[config.mk]
export PLATFORM = sky130hd
export DESIGN_NAME = id_ex_stage
export DESIGN_NICKNAME = d
export VERILOG_FILES = /design/src/rtl/riscv_pkg.sv /design/src/rtl/imm_gen.sv /design/src/rtl/id_ex_stage.sv
export SDC_FILE = /design/constraint.sdc
export NUM_CORES = 1
export LEC_CHECK = 0
export CAP_MARGIN = 20
export CORE_UTILIZATION = 42
export CTS_CLUSTER_DIAMETER = 100
export DETAILED_ROUTE_END_ITERATION = 10
export PLACE_DENSITY = 0.86
export SYNTH_ARGS = -nofsm -noshare
export SYNTH_HDL_FRONTEND = slang
export SYNTH_SLANG_ARGS = --single-unit
export TNS_END_PERCENT = 100
[constraint.sdc]
create_clock -name clk -period 2.5 [get_ports clk]
set_clock_uncertainty 0.1 [all_clocks]
set_input_delay 0.375 -clock clk [delete_from_list [all_inputs] [get_ports clk]]
set_output_delay 0.375 -clock clk [all_outputs]
set_load 0.1 [all_outputs]
[src/rtl/riscv_pkg.sv]
// Shared RV32 decode constants: opcodes, ALUop encodings, immediate kinds
// and the control bundle carried through ID/EX.
package riscv_pkg;

    localparam logic [6:0] OPC_OP     = 7'b0110011;
    localparam logic [6:0] OPC_OP_IMM = 7'b0010011;
    localparam logic [6:0] OPC_LOAD   = 7'b0000011;
    localparam logic [6:0] OPC_STORE  = 7'b0100011;
    localparam logic [6:0] OPC_BRANCH = 7'b1100011;
    localparam logic [6:0] OPC_LUI    = 7'b0110111;
    localparam logic [6:0] OPC_AUIPC  = 7'b0010111;
    localparam logic [6:0] OPC_JAL    = 7'b1101111;
    localparam logic [6:0] OPC_JALR   = 7'b1100111;

    // ALUop as understood by ALUControl
    localparam logic [1:0] ALUOP_ADD    = 2'b00;
    localparam logic [1:0] ALUOP_BRANCH = 2'b01;
    localparam logic [1:0] ALUOP_RTYPE  = 2'b10;
    localparam logic [1:0] ALUOP_ITYPE  = 2'b11;

    typedef enum logic [2:0] {
        IMM_NONE,
        IMM_I,
        IMM_S,
        IMM_B,
        IMM_U,
        IMM_J
    } imm_type_e;

    typedef struct packed {
        logic       alu_src;
        logic       reg_write;
        logic       mem_read;
        logic       mem_write;
        logic       mem_to_reg;
        logic       branch;
        logic       jump;
        logic [1:0] alu_op;
    } ctrl_t;

    // Immediate format selected by an opcode; R-type and unknown give none
    function automatic imm_type_e imm_type_of(input logic [6:0] opcode);
        imm_type_e t;
        case (opcode)
            OPC_OP_IMM, OPC_LOAD, OPC_JALR: t = IMM_I;
            OPC_STORE:                      t = IMM_S;
            OPC_BRANCH:                     t = IMM_B;
            OPC_LUI, OPC_AUIPC:             t = IMM_U;
            OPC_JAL:                        t = IMM_J;
            default:                        t = IMM_NONE;
        endcase
        return t;
    endfunction

endpackage

[src/rtl/imm_gen.sv]
// Combinational immediate generator: builds the sign-extended immediate
// for the format implied by the instruction's opcode.
module imm_gen
    import riscv_pkg::*;
#(
    parameter int XLEN = 32
) (
    input  logic [31:0]     instr_i,
    output logic [XLEN-1:0] imm_o
);

    logic [31:0] imm32;

    // Assemble the 32-bit immediate for the decoded format
    always_comb begin
        imm32 = '0;
        case (imm_type_of(instr_i[6:0]))
            IMM_I: imm32 = {{20{instr_i[31]}}, instr_i[31:20]};
            IMM_S: imm32 = {{20{instr_i[31]}}, instr_i[31:25], instr_i[11:7]};
            IMM_B: imm32 = {{19{instr_i[31]}}, instr_i[31], instr_i[7],
                            instr_i[30:25], instr_i[11:8], 1'b0};
            IMM_U: imm32 = {instr_i[31:12], 12'b0};
            IMM_J: imm32 = {{11{instr_i[31]}}, instr_i[31], instr_i[19:12],
                            instr_i[20], instr_i[30:21], 1'b0};
            default: imm32 = '0;
        endcase
    end

    // Widen to the datapath, keeping the sign
    assign imm_o = XLEN'($signed(imm32));

endmodule

[src/rtl/id_ex_stage.sv]
// ID/EX pipeline stage: decodes instr_i into controls and immediate,
// registers everything for EX, and raises a load-use stall request.
module id_ex_stage
    import riscv_pkg::*;
#(
    parameter int XLEN = 32
) (
    input  logic            clk,
    input  logic            rst_n,
    input  logic [31:0]     instr_i,
    input  logic [XLEN-1:0] pc_i,
    input  logic            valid_i,
    input  logic [XLEN-1:0] rs1_data_i,
    input  logic [XLEN-1:0] rs2_data_i,
    input  logic            stall_i,
    input  logic            flush_i,
    output logic            hazard_stall_o,
    output logic            valid_o,
    output logic [XLEN-1:0] pc_o,
    output logic [XLEN-1:0] rs1_data_o,
    output logic [XLEN-1:0] rs2_data_o,
    output logic [XLEN-1:0] imm_o,
    output logic [4:0]      rs1_o,
    output logic [4:0]      rs2_o,
    output logic [4:0]      rd_o,
    output logic [1:0]      ALUop_o,
    output logic [6:0]      func7_o,
    output logic [2:0]      func3_o,
    output logic            alu_src_o,
    output logic            reg_write_o,
    output logic            mem_read_o,
    output logic            mem_write_o,
    output logic            mem_to_reg_o,
    output logic            branch_o,
    output logic            jump_o
);

    logic [XLEN-1:0] imm_d;
    ctrl_t           ctrl_d;
    logic            valid_d;
    logic            known_op;
    logic            use_rs1;
    logic            use_rs2;

    logic            valid_q;
    logic [XLEN-1:0] pc_q;
    logic [XLEN-1:0] rs1_data_q;
    logic [XLEN-1:0] rs2_data_q;
    logic [XLEN-1:0] imm_q;
    logic [4:0]      rs1_q;
    logic [4:0]      rs2_q;
    logic [4:0]      rd_q;
    logic [6:0]      func7_q;
    logic [2:0]      func3_q;
    ctrl_t           ctrl_q;

    imm_gen #(.XLEN(XLEN)) u_imm_gen (
        .instr_i (instr_i),
        .imm_o   (imm_d)
    );

    // Main decoder: controls plus which source registers the instruction reads
    always_comb begin
        ctrl_d   = '0;
        known_op = 1'b1;
        use_rs1  = 1'b0;
        use_rs2  = 1'b0;
        case (instr_i[6:0])
            OPC_OP: begin
                ctrl_d.alu_op    = ALUOP_RTYPE;
                ctrl_d.reg_write = 1'b1;
                use_rs1          = 1'b1;
                use_rs2          = 1'b1;
            end
            OPC_OP_IMM: begin
                ctrl_d.alu_op    = ALUOP_ITYPE;
                ctrl_d.alu_src   = 1'b1;
                ctrl_d.reg_write = 1'b1;
                use_rs1          = 1'b1;
            end
            OPC_LOAD: begin
                ctrl_d.alu_src    = 1'b1;
                ctrl_d.reg_write  = 1'b1;
                ctrl_d.mem_read   = 1'b1;
                ctrl_d.mem_to_reg = 1'b1;
                use_rs1           = 1'b1;
            end
            OPC_STORE: begin
                ctrl_d.alu_src   = 1'b1;
                ctrl_d.mem_write = 1'b1;
                use_rs1          = 1'b1;
                use_rs2          = 1'b1;
            end
            OPC_BRANCH: begin
                ctrl_d.alu_op = ALUOP_BRANCH;
                ctrl_d.branch = 1'b1;
                use_rs1       = 1'b1;
                use_rs2       = 1'b1;
            end
            OPC_LUI, OPC_AUIPC: begin
                ctrl_d.alu_src   = 1'b1;
                ctrl_d.reg_write = 1'b1;
            end
            OPC_JAL: begin
                ctrl_d.alu_src   = 1'b1;
                ctrl_d.reg_write = 1'b1;
                ctrl_d.jump      = 1'b1;
            end
            OPC_JALR: begin
                ctrl_d.alu_src   = 1'b1;
                ctrl_d.reg_write = 1'b1;
                ctrl_d.jump      = 1'b1;
                use_rs1          = 1'b1;
            end
            default: known_op = 1'b0;
        endcase

        // Unknown opcodes and invalid slots become bubbles
        valid_d = valid_i & known_op;
        if (!valid_d) begin
            ctrl_d = '0;
        end
    end

    // Load-use hazard: the load in EX writes a register this instruction reads
    always_comb begin
        hazard_stall_o = valid_q & ctrl_q.mem_read & (rd_q != 5'd0) & valid_i &
                         ((use_rs1 & (rd_q == instr_i[19:15])) |
                          (use_rs2 & (rd_q == instr_i[24:20])));
    end

    // Pipeline register: flush > stall > hazard bubble > normal load
    always_ff @(posedge clk or negedge rst_n) begin
        if (!rst_n) begin
            valid_q    <= 1'b0;
            pc_q       <= '0;
            rs1_data_q <= '0;
            rs2_data_q <= '0;
            imm_q      <= '0;
            rs1_q      <= '0;
            rs2_q      <= '0;
            rd_q       <= '0;
            func7_q    <= '0;
            func3_q    <= '0;
            ctrl_q     <= '0;
        end else if (flush_i || (!stall_i && hazard_stall_o)) begin
            valid_q    <= 1'b0;
            pc_q       <= '0;
            rs1_data_q <= '0;
            rs2_data_q <= '0;
            imm_q      <= '0;
            rs1_q      <= '0;
            rs2_q      <= '0;
            rd_q       <= '0;
            func7_q    <= '0;
            func3_q    <= '0;
            ctrl_q     <= '0;
        end else if (!stall_i) begin
            valid_q    <= valid_d;
            pc_q       <= pc_i;
            rs1_data_q <= rs1_data_i;
            rs2_data_q <= rs2_data_i;
            imm_q      <= imm_d;
            rs1_q      <= instr_i[19:15];
            rs2_q      <= instr_i[24:20];
            rd_q       <= instr_i[11:7];
            func7_q    <= instr_i[31:25];
            func3_q    <= instr_i[14:12];
            ctrl_q     <= ctrl_d;
        end
    end

    assign valid_o      = valid_q;
    assign pc_o         = pc_q;
    assign rs1_data_o   = rs1_data_q;
    assign rs2_data_o   = rs2_data_q;
    assign imm_o        = imm_q;
    assign rs1_o        = rs1_q;
    assign rs2_o        = rs2_q;
    assign rd_o         = rd_q;
    assign func7_o      = func7_q;
    assign func3_o      = func3_q;
    assign ALUop_o      = ctrl_q.alu_op;
    assign alu_src_o    = ctrl_q.alu_src;
    assign reg_write_o  = ctrl_q.reg_write;
    assign mem_read_o   = ctrl_q.mem_read;
    assign mem_write_o  = ctrl_q.mem_write;
    assign mem_to_reg_o = ctrl_q.mem_to_reg;
    assign branch_o     = ctrl_q.branch;
    assign jump_o       = ctrl_q.jump;

endmodule

==> results of run 1 <==
## power by group through the flow
stage | Combinational (W) | Sequential (W) | Clock, W
floorplan | 0.000228 | 0.00368 | 0
global placement | 0.00165 | 0.00285 | 0
detailed placement | 0.00167 | 0.00286 | 0
CTS | 0.00168 | 0.00282 | 0.00267
global route | 0.00173 | 0.00283 | 0.00278
finish | 0.00167 | 0.00282 | 0.00263
## worst reg2reg max path: stages (launching register included)
cell and delay, ns:
dfrtp_4 0.51, xor2_1 0.17, or4_4 0.57, buf_4 0.16, a21o_4 0.25, buf_12 0.19
a32o_1 0.30
## stage by stage
step,instances,cell area [um^2]
floorplan,515,6680
global placement,1009,9700
detailed placement,1009,9700
CTS,1048,10400
global route,1048,10400
finish,1048,10400
## routing by layer
metal / wire (um) / part of all wire, % / up-vias
met4: 653 / 3.1 / 0
met1: 8150 / 38 / 3085
met2: 10500 / 50 / 318
met3: 1860 / 8.8 / 47
met5: 0 / 0 / -
li1: - / - / 2700
## final cells by class
type	count	area [um^2]	area share, %
Sequential cell	162	4070	39.2
Multi-Input combinational cell	290	2350	22.7
Tap cell	211	264	2.55
Clock inverter	7	95.1	0.917
Clock buffer	25	505	4.88
Timing Repair Buffer	348	3070	29.6
Inverter	5	18.8	0.181
## cell families (layout without fill, tap and decap cells)
| family | after synthesis | count (layout) |
|---|---|---|
| AO/OA/AOI/OAI | 208 | 208 |
| XOR/XNOR | 10 | 10 |
| flip-flops | 162 | 162 |
| AND/OR/NAND/NOR | 72 | 72 |
| buffers and inverters | 63 | 385 |
## cell usage in the layout, fill, tap and decap left out, types with 2 or more instances in the layout
cell             Yosys  layout
buf_4                1     205
dfrtp_1            162     157
a32o_1             140     140
clkdlybuf4s50_1      0     126
nand2_1             30      30
a22o_1              17      17
clkbuf_16            0      17
a21oi_1             15      14
o21ai_1             13      13
o31ai_1             11      11
nand3_1             10      10
buf_12               0      10
nor2_1               9       8
xor2_1               7       7
inv_1                5       5
nand4_1              5       5
nor3_1               5       5
clkbuf_8             0       5
dlygate4sd2_1        0       5
o21ai_0              4       4
xnor2_2              0       3
nor2b_1              4       3
clkbuf_1            47       3
dfrtp_2              0       3
nor4_1               2       2
o2111ai_1            2       2
bufinv_16            0       2
clkinv_2             0       2
inv_6                0       2
dfrtp_4              0       2
## worst paths after layout
path / end / slack, ns / depth (start not counted)
setup / recovery: hazard_stall_o / -0.05 / 4
hold / removal: imm_o[12]$_DFFE_PN0P_ / 0.39 / 2
setup reg to reg: rs1_data_o[5]$_DFFE_PN0P_ / 0.14 / 6
hold reg to reg: imm_o[12]$_DFFE_PN0P_ / 0.39 / 2
max in group asynchronous: rs1_data_o[18]$_DFFE_PN0P_ / 1.20 / 3
min in group asynchronous: rs1_o[3]$_DFFE_PN0P_ / 0.40 / 2
## state kept, by name, summed over array words and instances, names as in the netlist, 3 cells and up
signal      flops
rs2_data_o     32
rs1_data_o     32
pc_o           32
func3_o         3
func7_o         7
rd_o            5
rs2_o           5
imm_o          32
rs1_o           5
## what timing repair did
item | 4_1_cts | 5_1_grt
buffers inserted | 6 | 0
endpoints found under the setup margin | 1 | 1
hold buffers | 1 | 0
resized for setup | 7 | 1
hold endpoints to repair | 53 | 0
gates cloned | 0 | 0
pin swaps | 5 | 1
==> results.toml, run 1 <==
[run_status]
outcome = "finished with violations"
violations = "negative setup slack"

[floorplan]
die_area_mm2 = 0.0164
rows = 45
die-height_um = 128
coreArea_mm2 = 0.0153
die_w_um = 128
num_io_pins = 297
start_util_pct = 43.5

[power]
pwr-share-seq_pct = 39.6
switching_share_pct = 32.1
p_sw_w = 0.00229
total_power_w = 0.00712
power_density_mw_per_mm2 = 687
p_int_w = 0.00483
power_leakage_nw = 4.76
peakVddDrop_uv = 450
p_comb_share_pct = 23.5
pwr-share-clk_pct = 36.9

[critical_path]
slowest_stage = "or4_4"
cp-startpoint = "rd_o[2]$_DFFE_PN0P_"
path_cells = "xor2_1 > or4_4 > a21oi_4 > buf_12"
cpPeakStageDelay_ns = 0.57
path_max_fanout = 4
r2r-start = "rd_o[2]$_DFFE_PN0P_"
endpoint_kind = "output pin"
critPathArrivalTime_ns = 2.07
crit_family = "simple AND/OR/NAND/NOR gates"
cp.required_ns = 2.03
crit_buf_inv = 1
cp-start-kind = "flop"
setup.worst_path.class = "flop to output pin"

[clock_network]
cts_tree = "built"
cts_buffers = 17
path_clk_slew_ns = 0.06
clk-insertion-delay-late_ns = 0.42
clock_tree.root_cell = "clkbuf_16"
cts.sinks = 162
cts_max_level = 4
clockBufferDepth = 2

[yosys]
syn_area_mm2 = 0.00666
synth_top_cell_by_area = "dfrtp_1"
post-synth-top-count-cell = "dfrtp_1"
synth_fa_ha_area_share_pct = 0
async_reset_ff_share_pct = 100
synth-xor-area-share_pct = 1.32
synth_nets = 648
ys_warn_count = 0
ys_seq_area_share_pct = 60.9
synthCells = 515
yosys.cell_types.count = 34
yosysTopAreaCellShare_pct = 60.9
ys.flop_type = "dfrtp_1"
synth_top_family_by_area = "compound AO/OA/AOI/OAI gates"
avgSynthCellArea_um2 = 12.9
ys_seq_elements = 162
netlist_top_cells_count = "dfrtp_1 (162), a32o_1 (140), clkbuf_1 (47)"
synth_area_leaders = "dfrtp_1 (61%), a32o_1 (21%), clkbuf_1 (2.7%), a22o_1 (2.2%), nand2_1 (1.7%)"
synth_compound_area_share_pct = 27.9
synth-edff-count = 0
synthSimpleGateAreaFrac_pct = 5.24
synthMuxAreaShare_pct = 0

[route]
wire_per_inst_um = 20.2
wl_um = 21200
initialDrtViolationCount = 467
viasPerCell = 5.87
final_antenna_net_count = 0
firstDrtPassIters = 5
vias = 6150
drc = 0

[global_route]
antenna_found_initial = 0
grt_max_degree = 99
grt_remaining_overflow = 0
top_usage_layer = "met2"
grt_pass1_wl_um = 32900
grt_util_met3_pct = 8.18
grt_use_met2_pct = 43.6
grt_pass1_vias = 6202
grt.met1_usage_pct = 31.3
grtUsageTotal_pct = 26.2

[final_layout]
final_nets = 957
diodes = 0
area_growth_pct = 55.8
utilization_pct = 67.7
n_fill_cell = 1109
drive_gt1_share_pct = 31.1

[sta]
maxSlewHeadroom_pct = 64.4
layout_min_cycle_time_ns = 2.55
tightest_slew_ns = 0.534
maxSlewViolCount = 0
hold_slack_ns = 0.388
worst_slack_ns = -0.0483
fin_setup_tns_ns = -0.0483
hold_viol_final = 0
fin_crit_sh_pct = 102
rsz0062_at_grt = "true"
setup_viol = 1
clock.fmax_mhz = 392

[run]
max-cap-violations = 0

[min_path]
hp-class = "flop to flop"
min-delay-start = "imm_o[12]$_DFFE_PN0P_"

[placed_design]
portBuffers = 296
gp_congestion = 0.894
place_ws_ns = -0.191
dp.final_hpwl_um = 15200
Power figures use the tool's default switching activity.
==> run 2: changes to the inputs <==
--- a/config.mk
+++ b/config.mk
@@ -9,7 +9,7 @@
 export CORE_UTILIZATION = 42
 export CTS_CLUSTER_DIAMETER = 100
 export DETAILED_ROUTE_END_ITERATION = 10
-export PLACE_DENSITY = 0.86
+export PLACE_DENSITY = 0.81
 export SYNTH_ARGS = -nofsm -noshare
 export SYNTH_HDL_FRONTEND = slang
 export SYNTH_SLANG_ARGS = --single-unit
==> run 2 against run 1 <==
Compared with the run above: the run still ends with negative setup slack left; via count increased by 0.13%; fmax grew 0.21%; global-route usage grew 0.17 points; register-to-register slack got worse by 0.04 ns.
==> results.toml, run 2 (same netlist as run 1, synthesis figures left out) <==
[critical_path]
endpoint = "hazard_stall_o"
r2r-end = "pc_o[28]$_DFFE_PN0P_"
critPathArrivalTime_ns = 2.07
setup.worst_path.class = "flop to output pin"
cpPeakStageDelay_ns = 0.57
ff2ff_setup_slack_ns = 0.10
cp-start-kind = "flop"
path_max_fanout = 5
crit_family = "simple AND/OR/NAND/NOR gates"
path_cells = "xor2_1 > or4_4 > a21oi_4 > buf_12"
r2r_cells = 7
cp.required_ns = 2.03
slowest_stage = "or4_4"
cp.depth = 4
endpoint_kind = "output pin"
cp-startpoint = "rd_o[2]$_DFFE_PN0P_"
r2r-start = "rd_o[3]$_DFFE_PN0P_"
crit_buf_inv = 1

[clock_network]
cts.sinks = 162
cts_tree = "built"
cts_buffers = 17
clockBufferDepth = 2
clock_tree.root_cell = "clkbuf_16"
clk-insertion-delay-late_ns = 0.41
path_clk_slew_ns = 0.06
cts_max_level = 4

[run]
max-cap-violations = 0

[placed_design]
dp.final_hpwl_um = 14800
gp_congestion = 0.936
portBuffers = 296
placement.cell_area_mm2 = 0.00967
dp_cells = 1007

[sta]
hold_viol_final = 0
fin_crit_sh_pct = 102
layout_min_cycle_time_ns = 2.54
worst_slack_ns = -0.0430
clock.fmax_mhz = 393
maxSlewViolCount = 0
rsz0062_at_grt = "true"
tightest_slew_ns = 0.444
setup_viol = 1
maxSlewHeadroom_pct = 70.4

[route]
drc = 0
vias = 6158
viasPerCell = 5.89
wire_per_inst_um = 20.2
wl_um = 21100
final_antenna_net_count = 0
initialDrtViolationCount = 474
firstDrtPassIters = 5

[power]
power_leakage_nw = 4.77
peakVddDrop_uv = 434
power_density_mw_per_mm2 = 711

[global_route]
grt_max_degree = 94
grt_remaining_overflow = 0
antenna_found_initial = 0
grtUsageTotal_pct = 26.4
grt_pass1_vias = 6377
grt_pass1_wl_um = 33600

[floorplan]
start_util_pct = 43.5
die-height_um = 128
num_io_pins = 297
die_w_um = 128
coreArea_mm2 = 0.0153
rows = 45
die_area_mm2 = 0.0164

[final_layout]
final_nets = 954
diodes = 0
final_area_mm2 = 0.0104
final_cell_mix = "buf_4 (201), dfrtp_1 (157), a32o_1 (140)"
regArea_mm2 = 0.00407
n_fill_cell = 1115
area_growth_pct = 57.0
drive_gt1_share_pct = 31.8
final_common_cell = "buf_4"
fin_cells = 1045
multi_input_area_mm2 = 0.00238

[run_status]
outcome = "finished with violations"
violations = "negative setup slack"

[min_path]
hp-class = "input port to asynchronous set/reset pin"
-- run 2: area by class of cell --
| class | instances | area share [%] |
|---|---|---|
| clock inverters | 11 | 1.88 |
| flip-flops and latches | 162 | 38.9 |
| multi-input cells | 290 | 22.8 |
| well taps | 211 | 2.53 |
| repair buffers | 345 | 29.1 |
| inverters | 5 | 0.180 |
| clock buffers | 21 | 4.60 |
-- run 2: timing repair --
item / in CTS / in global routing
buffers inserted: 6 / 0
setup endpoints to repair: 1 / 2
endpoints found under the hold margin: 36 / 0
pin swaps: 8 / 1
gates resized for setup: 12 / 3
hold buffers: 1 / 0
-- run 2: power breakdown --
| part | switching (W) | total (W) | internal, W |
|---|---|---|---|
| combinational | 0.00119 | 0.00168 | 0.000490 |
| clock | 0.00105 | 0.00294 | 0.00189 |
| sequential | 0.0000734 | 0.00281 | 0.00274 |
-- run 2: layer usage --
| layer | share of wire [%] | vias up | GRT usage (%) |
|---|---|---|---|
| li1 | - | 2694 | - |
| met4 | 3.2 | 0 | 10.9 |
| met1 | 38 | 3110 | 31.5 |
| met2 | 52 | 306 | 45.9 |
| met5 | 0 | - | 0 |
| met3 | 7.1 | 48 | 6.14 |
-- run 2: stage by stage --
| step | power [W] | TNS (ns) | utilization [%] | hold WS (ns) | worst slack (ns) |
|---|---|---|---|---|---|
| after floorplan | 0.00391 | 0 | - | -0.0206 | 0.0456 |
| after global placement | 0.00450 | -18.02 | 63.1 | 0.208 | -0.147 |
| after detailed placement | 0.00452 | -23.54 | 63.1 | 0.208 | -0.183 |
| after CTS | 0.00748 | -0.0565 | 68.1 | 0.334 | -0.0565 |
| after global routing | 0.00767 | -0.0945 | 68.2 | 0.344 | -0.0945 |
| final | 0.00743 | -0.0430 | 68.2 | 0.330 | -0.0430 |
-- run 2: worst min-delay path by stage --
stage	from	to	depth (start not counted)
after global routing	rst_n	imm_o[2]$_DFFE_PN0P_	2
after CTS	rst_n	imm_o[25]$_DFFE_PN0P_	2
after global placement	rst_n	func7_o[0]$_DFFE_PN0P_	1
after floorplan	rst_n	ALUop_o[0]$_DFFE_PN0P_	0
final	rst_n	imm_o[2]$_DFFE_PN0P_	2
after detailed placement	rst_n	imm_o[25]$_DFFE_PN0P_	1
==> run 3: changes to the inputs <==
--- a/config.mk
+++ b/config.mk
@@ -7,8 +7,8 @@
 export LEC_CHECK = 0
 export CAP_MARGIN = 20
 export CORE_UTILIZATION = 42
-export CTS_CLUSTER_DIAMETER = 100
 export DETAILED_ROUTE_END_ITERATION = 10
+export MAX_ROUTING_LAYER = met4
 export PLACE_DENSITY = 0.81
 export SYNTH_ARGS = -nofsm -noshare
 export SYNTH_HDL_FRONTEND = slang
==> constraint.sdc (replaced) <==
create_clock -name clk -period 2.6 [get_ports clk]
set_clock_uncertainty 0.1 [all_clocks]
set_input_delay 0.39 -clock clk [delete_from_list [all_inputs] [get_ports clk]]
set_output_delay 0.39 -clock clk [all_outputs]
set_load 0.1 [all_outputs]
==> run 3 against run 2 <==
Compared with the run above: the run now ends clean; first-iteration DRC count rose by 34%; final area fell by 1.3%; worst hold slack better by 0.050 ns; non-clock buffer count is 7 lower; global-route usage increased by 0.49 points; power shrank 5.8%; cell count is 0.67% lower; sequential share of layout area grew 0.46 points; sequential power is 4% lower; wire length rose by 0.15%; critical path type is now input port to output pin; critical endpoint unchanged; largest cell class unchanged.
==> results.toml, run 3 (same netlist as run 1, synthesis figures left out) <==
[critical_path]
critPathArrivalTime_ns = 2.05
path_max_fanout = 3
endpoint = "hazard_stall_o"
r2r-end = "rs2_data_o[19]$_DFFE_PN0P_"
r2r-start = "rd_o[1]$_DFFE_PN0P_"
cp-startpoint = "instr_i[17]"
path_cells = "clkdlybuf4s50_1 > xor2_1 > nor4_1 > nand4_1 > a21oi_4 > buf_12"
cp.depth = 6
cpPeakStageDelay_ns = 0.51
setup.worst_path.class = "input port to output pin"
ff2ff_setup_slack_ns = 0.24
crit_buf_inv = 2
cp.required_ns = 2.11
r2r_cells = 7
crit_family = "buffers and inverters"
endpoint_kind = "output pin"
slowest_stage = "clkdlybuf4s50_1"
cp-start-kind = "input port"

[sta]
maxSlewHeadroom_pct = 62.3
worst_slack_ns = 0.0558
hold_viol_final = 0
fin_crit_sh_pct = 97.9
setup_viol = 0
rsz0062_at_grt = "false"
layout_min_cycle_time_ns = 2.54
hold_slack_ns = 0.380
tightest_slew_ns = 0.566
maxSlewViolCount = 0
clock.fmax_mhz = 393

[route]
vias = 6182
final_antenna_net_count = 0
wl_um = 21100
drc = 0
initialDrtViolationCount = 637
wire_per_inst_um = 20.3
firstDrtPassIters = 6
viasPerCell = 5.96

[final_layout]
final_area_mm2 = 0.0103
final_cell_mix = "buf_4 (197), dfrtp_1 (157), a32o_1 (140)"
area_growth_pct = 55.0
final_nets = 947
final_common_cell = "buf_4"
drive_gt1_share_pct = 30.6
diodes = 0

[global_route]
grt_pass1_vias = 6145
grtUsageTotal_pct = 26.9
antenna_found_initial = 0
grt_pass1_wl_um = 32900
grt_remaining_overflow = 0
grt_max_degree = 92

[clock_network]
path_clk_slew_ns = 0.06
cts_buffers = 17
cts.sinks = 162
cts_max_level = 4
clock_tree.root_cell = "clkbuf_16"
clockBufferDepth = 2
clk-insertion-delay-late_ns = 0.42
cts_tree = "built"

[floorplan]
die_w_um = 128
rows = 45
coreArea_mm2 = 0.0153
num_io_pins = 297
die_area_mm2 = 0.0164
start_util_pct = 43.5
die-height_um = 128

[min_path]
hp-class = "flop to flop"

[power]
peakVddDrop_uv = 441
power_leakage_nw = 4.74
power_density_mw_per_mm2 = 678

[placed_design]
place_ws_ns = -0.0746
dp.final_hpwl_um = 14700
placement.cell_area_mm2 = 0.00961
portBuffers = 296
gp_congestion = 0.909

[run_status]
outcome = "finished clean"

[run]
max-cap-violations = 0
[run 3: power by group]
| group | leakage, nW | internal, W | switching [W] |
|---|---|---|---|
| clock | 0.311 | 0.00167 | 0.00102 |
| combinational | 2.26 | 0.000462 | 0.00114 |
| sequential | 2.17 | 0.00263 | 0.0000732 |
| total | 4.74 | 0.00476 | 0.00224 |
[run 3: cell type report]
type | instances | area, um^2
fill | 1138 | 5000
inverter | 5 | 18.8
clock buffer | 20 | 457
tap | 211 | 264
multi-input combinational | 290 | 2360
clock inverter | 12 | 178
sequential | 162 | 4060
timing repair buffer | 338 | 2980
[run 3: stage by stage]
stage / total power [W] / instances / TNS, ns / utilization [%]
global placement: 0.00432 / 1002 / -5.42 / 62.7
finish: 0.00699 / 1038 / 0 / 67.4
detailed placement: 0.00434 / 1002 / -3.39 / 62.7
global route: 0.00722 / 1038 / 0 / 67.4
CTS: 0.00703 / 1035 / 0 / 67.0
floorplan: 0.00376 / 515 / 0 / -
[run 3: worst min-delay path, stage by stage, from the launching register on]
cell     delay, ns
dfrtp_1       0.34
nand2_1       0.05
o31ai_1       0.05
[run 3: how the worst min path moves through the flow]
stage / startpoint / to / cells past startpoint
floorplan: rst_n / ALUop_o[0]$_DFFE_PN0P_ / 0
global placement: rst_n / rs1_o[2]$_DFFE_PN0P_ / 1
detailed placement: rst_n / rs1_o[2]$_DFFE_PN0P_ / 1
CTS: imm_o[19]$_DFFE_PN0P_ / imm_o[19]$_DFFE_PN0P_ / 2
global route: instr_i[2] / jump_o$_DFFE_PN0P_ / 4
finish: imm_o[19]$_DFFE_PN0P_ / imm_o[19]$_DFFE_PN0P_ / 2
[run 3: routing by layer]
metal / vias to the layer above / wire length (um) / track usage [%]
met2: 341 / 10400 / 42.8
met5: - / 0 / -
met1: 3127 / 8420 / 32.9
met3: 38 / 1840 / 7.60
met4: 0 / 391 / 9.20
li1: 2676 / - / -
[run 3: timing repair]
| item | CTS | global route |
|---|---|---|
| endpoints found under the hold margin | 51 | 0 |
| buffers inserted | 1 | 3 |
| hold buffers | 1 | 0 |
| gates resized for setup | 3 | 7 |
| pin swaps | 2 | 5 |
| endpoints found under the setup margin | 1 | 1 |
